--- config.mk ---
export PLATFORM = sky130hd
export DESIGN_NAME = fifo_uart_tx
export DESIGN_NICKNAME = d
export VERILOG_FILES = /design/src/rtl/uart_pkg.sv /design/src/rtl/uart_baud_counter.sv /design/src/rtl/fifo_uart_tx.sv
export SDC_FILE = /design/constraint.sdc
export NUM_CORES = 1
export LEC_CHECK = 0
export ABC_AREA = 1
export BUFFER_PORTS_ARGS = -buffer_cell sky130_fd_sc_hd__buf_4
export CAP_MARGIN = 20
export CELL_PAD_IN_SITES_DETAIL_PLACEMENT = 1
export CELL_PAD_IN_SITES_GLOBAL_PLACEMENT = 1
export CORE_MARGIN = 2
export CORE_UTILIZATION = 43
export CTS_BUF_LIST = sky130_fd_sc_hd__clkbuf_4 sky130_fd_sc_hd__clkbuf_8
export DETAILED_ROUTE_END_ITERATION = 7
export PLACE_DENSITY = 0.85
export RECOVER_POWER = 50
export REMOVE_ABC_BUFFERS = 1
export SYNTH_ARGS = -nofsm -noshare
export SYNTH_HDL_FRONTEND = slang
export SYNTH_HIERARCHICAL = 1
export SYNTH_SLANG_ARGS = --single-unit
--- constraint.sdc ---
create_clock -name clk -period 2.3 [get_ports clk]
set_clock_uncertainty 0.2 [all_clocks]
set_input_delay 0.23 -clock clk [delete_from_list [all_inputs] [get_ports clk]]
set_output_delay 0.23 -clock clk [all_outputs]
set_load 0.005 [all_outputs]
--- src/rtl/uart_pkg.sv ---
// Shared types and frame constants for the FIFO-fed UART transmitter.
package uart_pkg;

  typedef enum logic [2:0] {
    IDLE,
    FETCH,
    LOAD,
    START,
    DATA,
    STOP
  } tx_state_t;

  localparam int unsigned DEFAULT_CLKS_PER_BIT = 16;

  localparam logic START_BIT = 1'b0;
  localparam logic STOP_BIT  = 1'b1;

endpackage

--- src/rtl/uart_baud_counter.sv ---
// Bit-period counter: counts 0..CLKS_PER_BIT-1 and flags the last cycle of each bit.
module uart_baud_counter
  import uart_pkg::*;
#(
  parameter int unsigned CLKS_PER_BIT = DEFAULT_CLKS_PER_BIT
) (
  input  logic clk,
  input  logic rstn,
  input  logic clear,
  output logic tick
);

  localparam int unsigned CW = $clog2(CLKS_PER_BIT);
  localparam logic [CW-1:0] LAST = CW'(CLKS_PER_BIT - 1);

  logic [CW-1:0] cnt_q, cnt_d;

  assign tick = (cnt_q == LAST);

  always_comb begin
    cnt_d = cnt_q + 1'b1;
    if (clear || tick) cnt_d = '0;
  end

  always_ff @(posedge clk or posedge rstn) begin
    if (rstn) cnt_q <= '0;
    else      cnt_q <= cnt_d;
  end

endmodule

--- src/rtl/fifo_uart_tx.sv ---
// Pops words from a registered-output FIFO and sends each as an 8N1-style UART frame.
module fifo_uart_tx
  import uart_pkg::*;
#(
  parameter int unsigned DSIZE        = 8,
  parameter int unsigned CLKS_PER_BIT = DEFAULT_CLKS_PER_BIT
) (
  input  logic             clk,
  input  logic             rstn,
  input  logic             enable,
  input  logic             fifo_empty,
  output logic             fifo_rd_en,
  input  logic [DSIZE-1:0] fifo_dout,
  output logic             tx,
  output logic             busy,
  output logic             byte_done
);

  localparam int unsigned BW = $clog2(DSIZE) + 1;
  localparam logic [BW-1:0] LAST_BIT = BW'(DSIZE - 1);

  tx_state_t        state_q, state_d;
  logic [DSIZE-1:0] shift_q, shift_d;
  logic [BW-1:0]    bit_idx_q, bit_idx_d;
  logic             tx_q, tx_d;
  logic             tick;
  logic             baud_clear;

  assign baud_clear = (state_q != START) && (state_q != DATA) && (state_q != STOP);

  uart_baud_counter #(
    .CLKS_PER_BIT(CLKS_PER_BIT)
  ) u_baud (
    .clk  (clk),
    .rstn (rstn),
    .clear(baud_clear),
    .tick (tick)
  );

  assign fifo_rd_en = (state_q == FETCH);
  assign busy       = (state_q != IDLE);
  assign byte_done  = (state_q == STOP) && tick;
  assign tx         = tx_q;

  always_comb begin
    state_d   = state_q;
    shift_d   = shift_q;
    bit_idx_d = bit_idx_q;
    unique case (state_q)
      IDLE:  if (enable && !fifo_empty) state_d = FETCH;
      FETCH: state_d = LOAD;
      LOAD: begin
        shift_d   = fifo_dout;
        bit_idx_d = '0;
        state_d   = START;
      end
      START: if (tick) state_d = DATA;
      DATA: if (tick) begin
        shift_d   = shift_q >> 1;
        bit_idx_d = bit_idx_q + 1'b1;
        if (bit_idx_q == LAST_BIT) state_d = STOP;
      end
      STOP: if (tick) state_d = (enable && !fifo_empty) ? FETCH : IDLE;
      default: state_d = IDLE;
    endcase

    // tx is registered, so it is derived from the next state to line up with it
    unique case (state_d)
      START:   tx_d = START_BIT;
      DATA:    tx_d = shift_d[0];
      default: tx_d = STOP_BIT;
    endcase
  end

  always_ff @(posedge clk or posedge rstn) begin
    if (rstn) begin
      state_q   <= IDLE;
      shift_q   <= '0;
      bit_idx_q <= '0;
      tx_q      <= STOP_BIT;
    end else begin
      state_q   <= state_d;
      shift_q   <= shift_d;
      bit_idx_q <= bit_idx_d;
      tx_q      <= tx_d;
    end
  end

endmodule

# Yosys cells after proc, flatten, opt, wreduce, memory -nomap -nowiden
# Cells that the tools add are included.
totals:
  reg_bits: 20
  in_bits: 12
  wordCells: 44
op_classes:
  add_sub_neg: 2
  n_eq_ne: 13
  muxes: 13
  n_reduce_logical: 10
ops:
  columns: ["cell", "n"]
  rows:
  - ["one-hot mux 3 bit (6 select lines)", 1]
  - ["one-hot mux 8 bit (2 select lines)", 1]
  - ["two-way mux 3 bit", 5]
  - ["equality test 3 x 2 -> 1 bit, second input constant", 3]
  - ["equality test 3 bit, second input constant", 3]
  - ["adder 4 x 1 -> 4 bit, second input constant", 2]
  - ["two-way mux 4 bit", 2]
  - ["two-way mux 8 bit", 1]
  - ["one-hot mux 4 bit (2 select lines)", 1]
  - ["!= test 3 bit, second input constant", 2]
  - ["equality test 4 x 3 -> 1 bit, second input constant", 1]
  - ["equality test 4 bit, second input constant", 1]
  - ["logical AND 1 bit", 4]
  - ["equality test 3 x 1 -> 1 bit, second input constant", 1]
  - ["zero test 3 bit", 1]
  - ["!= test 3 x 2 -> 1 bit, second input constant", 1]
  - ["nonzero test 3 bit", 1]
  - ["!= test 2 bit, second input constant", 1]
  - ["one-hot mux 1 bit (2 select lines)", 1]
  - ["AND reduction 2 bit", 1]
  - ["nonzero test 2 bit", 1]
  - ["zero test 1 bit", 1]
  - ["logical OR 1 bit", 1]
  - ["two-way mux 1 bit", 1]

# Logic depth before layout (Yosys ltp)
logic_depth:
  word_depth: 7
  ltp_mapped: 12

# Modules after synthesis
# Netlist, hierarchy kept.
modules_own_cells:
  columns: ["mod", "instances", "cells_per_inst", "area_per_inst_um2"]
  rows:
  - ["fifo_uart_tx", 1, 121, 934.6]
  - ["uart_baud_counter", 1, 20, 196.4]

# Least setup slack after synthesis
# Ideal clock, no wire load.
synth_timing:
  path_kind: "register to register"
  startpoint: "register u_baud.cnt_q[0]"
  endpoint: "register tx_q (netlist: tx)"
  arrival_time_ns: 1.478
  required_time_ns: 2.024
  setup_slack_ns: 0.546
  stages_incl_launch_ff: 12
  n_path_buf: 1
  synth_period_minus_slack_ns: 1.754
  path_cell_list: "dfrtp_1 -> ha_1 -> nand2_2 -> nor2_1 -> buf_6 -> nor2_1 -> nand2_1 -> nand2_1 -> a21oi_1 -> nand2_1 -> nand2_1 -> nand2_1"
synth_between:
  elab_chain_len: 5
synth_lines:
  columns: ["element", "line", "rtl"]
  rows:
  - ["from (decl)", "uart_baud_counter.sv:16", "logic [CW-1:0] cnt_q, cnt_d;"]
  - ["from (signal assigned)", "uart_baud_counter.sv:27", "else cnt_q <= cnt_d;"]
  - ["equality test 4 bit *", "uart_baud_counter.sv:18", "assign tick = (cnt_q == LAST);"]
  - ["net tick", "fifo_uart_tx.sv:26", "logic tick;"]
  - ["two-way mux 3 bit (on tied branches)", "fifo_uart_tx.sv:63, fifo_uart_tx.sv:57, fifo_uart_tx.sv:58", null]
  - ["one-hot mux 3 bit (6 select lines) *", "fifo_uart_tx.sv:49", "unique case (state_q)"]
  - ["net state_d[0]", "fifo_uart_tx.sv:22", "tx_state_t state_q, state_d;"]
  - ["equality test 3 bit or equality test 3 x 2 -> 1 bit (tied branches)", "fifo_uart_tx.sv:68", "unique case (state_d)"]
  - ["one-hot mux 1 bit (2 select lines) *", "fifo_uart_tx.sv:68", null]
  - ["net tx_d", "fifo_uart_tx.sv:25", "logic tx_q, tx_d;"]
  - ["to (signal assigned)", "fifo_uart_tx.sv:85", "tx_q <= tx_d;"]
  - ["to (decl)", "fifo_uart_tx.sv:25", null]
# Mark *: on every way through the listed nets, which the timed path passes. The rest lies on a longest branch. The select of a mux whose other input is x is not followed.
# A chain may end at the register's enable or synchronous reset.

# Worst setup path after layout
layout_timing:
  startpoint: "register u_baud.cnt_q[0]"
  endpoint: "output byte_done"
layout_between:
  elab_chain_len: 2
layout_lines:
  columns: ["element", "line", "rtl"]
  rows:
  - ["equality test 4 bit", "uart_baud_counter.sv:18", null]
  - ["net tick", "fifo_uart_tx.sv:26", null]
  - ["logical AND 1 bit", "fifo_uart_tx.sv:42", "assign byte_done = (state_q == STOP) && tick;"]
  - ["to (decl)", "fifo_uart_tx.sv:16", "output logic byte_done"]
# The timed path passes the listed nets, and every way through them passes these cells.

==> results list <==
- The flow ran to the end, and the final reports show no timing, DRC or antenna violations.
- Smallest hold slack: a little under 0.09 ns
- Number of buffers between clock root and the deepest sink: 2
- 1st-iter DRT viols: 8
- Clock edge transition at the registers on the reported setup and hold paths: around 0.12 ns
* Distinct cell type count of the synthesized netlist: 26
- Summing over every cut layer, the via total after detailed routing is 1,011.
- Before CTS, the worst setup slack after placement is 0.415 ns.
- In this run the worst path has a maximum fanout of 12.
- The finished layout holds a little under 200 standard cells, fillers aside.
- Die Footprint: approximately 0.003 mm²
- Top-Level Pins: 16
- The count of buffers added on input and output ports is 15.
- Data arrives at the worst endpoint at about 1.8 ns.
- The final count of hold timing violations is 0.
- In this run, synthesis produced a sequential element count of 20.
- Portion of synthesized cell area occupied by the leading cell type: 0.420
- Of the total synthesized cell area, the portion taken by full adders, half adders and majority gates is 0.0221.
* Max Slew Vio Count: 0
- Class of the tightest hold or removal check: input pin to register
* DRC violation count after routing: 0
- The layout has roughly 310 filler cells.
* Number of instances on the worst hold path: 5
- Total routed wirelength: 2660 µm
- Cell type contributing the most total cell area after synthesis: sky130_fd_sc_hd__dfrtp_1
- The area growth from synthesis to layout is 23.3%.
* Routed via count divided by cell count: ~5.2
- Final total power: about 700 µW
* Pin count of the biggest net entering global routing: 17
* Commonest non-fill, non-tap cell in the layout: sky130_fd_sc_hd__nand2_1
* Path depth of the worst reg2reg path: 10
- Leakage: ~0.7 nW
- Sequential cell area in the final layout: roughly 500 µm²
- Crit path time final: approximately 2.2 ns
- Number of antenna violations at the first check in global routing: 0
- Internal portion of total power: roughly 560 µW
* CTS tree: yes
- Fraction of layout instances using a drive strength above 1: 0.223
* Via count of the first global-routing pass: 1,085
* Clock sink count: 20
* Final WS setup: between 0.1 and 0.15 ns
- Once detail routing completed, the nets flagged for antenna violations numbered 0.
- In the final routing, the length of wire on met1 measures about 1100 µm.
- Maximum operating frequency: 459 MHz
- First-pass iteration count of the detailed router: 4
- Count of max-cap constraint violations: 0
* Die span in y: 55.3 µm
- Commonest cells after routing, fill and taps aside: 38 x sky130_fd_sc_hd__nand2_1, 19 x sky130_fd_sc_hd__dfrtp_1, 18 x sky130_fd_sc_hd__nand3_1, 16 x sky130_fd_sc_hd__nor2_1, 13 x sky130_fd_sc_hd__buf_4
- Global route total overflow: 0
* Met3 WL: ~79 µm
- The detailed router used layers up to and including met4.
- Of the total power, registers draw 0.520.
- Of the post-synthesis cell area, the part taken by muxes is 0.
- In the final layout, the multi-input gates occupy 524 µm².
* Setup bufs post-CTS: 0
- Startpoint types: register
- The first global-routing pass estimated about 4700 µm of wire.
- GPL Wtd Cong: between 0.7 and 0.8
- During synthesis, Yosys emitted a total of 6 warnings.
* Category of the most critical setup path: register to primary output
* Insertion delay to the later sink of the worst-skew pair: ~0.31 ns
* Simple-gate portion of the synthesized area: 0.388
- Proportion of total power due to net switching: 0.195
- CTS built an H-tree with a depth of 1.
* Synthesized cell area: 0.00113 mm²
- Synthesized area divided by synthesized cell count: about 8.0 µm²
* XOR/XNOR Fraction of Synth Area: 0
- Synthesis produced roughly 140 cells.
* Cell count after placement: ~180
- Share of total power in the clock network: 0.416
* Worst ir drop on vdd: about 0.45 mV
* Area of the core: roughly 0.0025 mm²
- The complex-gate fraction of the synthesized area was 0.0531.
- The net count of the finished layout is 181.
- Of the total power, combinational logic draws 0.064.
- Worst Path Required: roughly 1.9 ns
- Power density of the placed cells: 500 mW/mm²
- Setup repair after global routing left no endpoint under its margin.
- Clock Tree Root: sky130_fd_sc_hd__clkbuf_4
- Kind of end point of the critical path: primary output
- Ranking of synthesized cells by area: sky130_fd_sc_hd__dfrtp_1 42%, sky130_fd_sc_hd__nand2_1 13%, sky130_fd_sc_hd__nand3_1 8.0%, sky130_fd_sc_hd__nor2_1 5.3%, sky130_fd_sc_hd__inv_1 4.0%
- CTS Buf Count: 3
- Core Rows: 18
- Worst relative slew slack: 0.579
* Combinational family with the most area after synthesis: simple AND/OR/NAND/NOR gates
* Setup slack on the worst flop-to-flop path: between 0.3 and 0.4 ns
* N_diodes: 0
- Slew at the pin closest to its max-slew limit: 0.631 ns
* Total net switching power: approximately 140 µW
- Dividing the final minimum period by the clock period gives 0.948.
- Summed over all nets, wire length on met2 after detailed routing comes to 1470 µm.
* Drt wl/cell: ~14 µm
- For this configuration, the core starts out at a cell density of 0.457.
- Detailed placement ended at an HPWL of 2040 µm.
- Setup violations remaining at the end of the flow were counted as 0.
* Fraction of the yosys area taken by sequential cells: 0.444
- Total negative slack for setup checks: 0 ns
- Overall die width: about 55 µm
- Global-route usage over all layers: 0.197
## cells in the mapped netlist
master / instances
sky130_fd_sc_hd__nand2_1: 38
sky130_fd_sc_hd__dfrtp_1: 19
sky130_fd_sc_hd__nand3_1: 18
sky130_fd_sc_hd__nor2_1: 16
sky130_fd_sc_hd__inv_1: 12
sky130_fd_sc_hd__a21oi_1: 4
sky130_fd_sc_hd__inv_2: 4
sky130_fd_sc_hd__nand4_1: 4
sky130_fd_sc_hd__nor3_1: 4
sky130_fd_sc_hd__buf_6: 2
sky130_fd_sc_hd__ha_1: 2
sky130_fd_sc_hd__nand2_2: 2
sky130_fd_sc_hd__nand3_4: 2
sky130_fd_sc_hd__nor3b_1: 2
sky130_fd_sc_hd__a21oi_2: 1
sky130_fd_sc_hd__buf_4: 1
sky130_fd_sc_hd__clkinv_4: 1
sky130_fd_sc_hd__dfstp_2: 1
sky130_fd_sc_hd__inv_4: 1
sky130_fd_sc_hd__nand2_4: 1
sky130_fd_sc_hd__nor2_2: 1
sky130_fd_sc_hd__nor2_4: 1
sky130_fd_sc_hd__nor3_2: 1
sky130_fd_sc_hd__o211ai_1: 1
sky130_fd_sc_hd__o21ai_0: 1
sky130_fd_sc_hd__o21bai_4: 1
## layout make-up
class / instances / share of cell area
repair buffers: 24 / 0.146
flip-flops and latches: 20 / 0.360
well taps: 30 / 0.0269
multi-input cells: 100 / 0.376
clock inverters: 1 / 0.0215
clock buffers: 3 / 0.0161
inverters: 18 / 0.0538
## logic make-up (layout without fill, tap and decap cells)
| family | count (synthesis) | after routing |
|---|---|---|
| simple gates | 90 | 90 |
| buf+inv | 21 | 46 |
| flops | 20 | 20 |
| compound gates | 8 | 8 |
| fa+ha+maj | 2 | 2 |
## per-layer routing
layer,global-route usage,vias to the layer above
met5,0,-
met4,0.0801,0
met3,0.0328,5
met2,0.374,19
met1,0.213,487
li1,-,500
## final timing paths
kind | startpoint | endpoint
worst max-delay path | u_baud/cnt_q[0] | byte_done
worst min-delay path | fifo_dout[0] | shift_q[0]
worst max register to register | u_baud/cnt_q[0] | tx
worst min register to register | u_baud/cnt_q[0] | u_baud/cnt_q[0]
max in group asynchronous | rstn | state_q[1]
min in group asynchronous | rstn | u_baud/cnt_q[3]
## critical path: stages (launching register included)
cell and delay (ns):
sky130_fd_sc_hd__dfrtp_1 0.41, sky130_fd_sc_hd__ha_1 0.20, sky130_fd_sc_hd__nand2_2 0.09, sky130_fd_sc_hd__nor2_1 0.16, sky130_fd_sc_hd__buf_6 0.18, sky130_fd_sc_hd__inv_1 0.09
sky130_fd_sc_hd__nor2_1 0.17, sky130_fd_sc_hd__buf_4 0.14
## what timing repair did
action | in CTS | in global routing
resized for setup | 0 | 1
hold endpoints to repair | 26 | 0
setup endpoints to repair | 0 | 1
hold buffers | 8 | 0
## stage by stage
step	utilization	cell area, µm²
final	0.563	1400
after global routing	0.563	1400
after CTS	0.562	1390
after detailed placement	0.508	1260
after global placement	0.508	1260
after floorplan	-	1100
## power groups by stage
| stage | Combinational, mW | Sequential [mW] | Clock, mW |
|---|---|---|---|
| floorplan | 0.0140 | 0.369 | 0 |
| global placement | 0.0333 | 0.369 | 0 |
| detailed placement | 0.0350 | 0.370 | 0 |
| CTS | 0.0456 | 0.363 | 0.298 |
| global route | 0.0501 | 0.363 | 0.314 |
| finish | 0.0447 | 0.363 | 0.290 |
## state kept, by name (all words and copies together), names as in the netlist
signal and count:
tx 1, state_q 3, shift_q 8, u_baud/cnt_q 4
bit_idx_q 4
No activity file was read; power rests on OpenSTA's default activity.
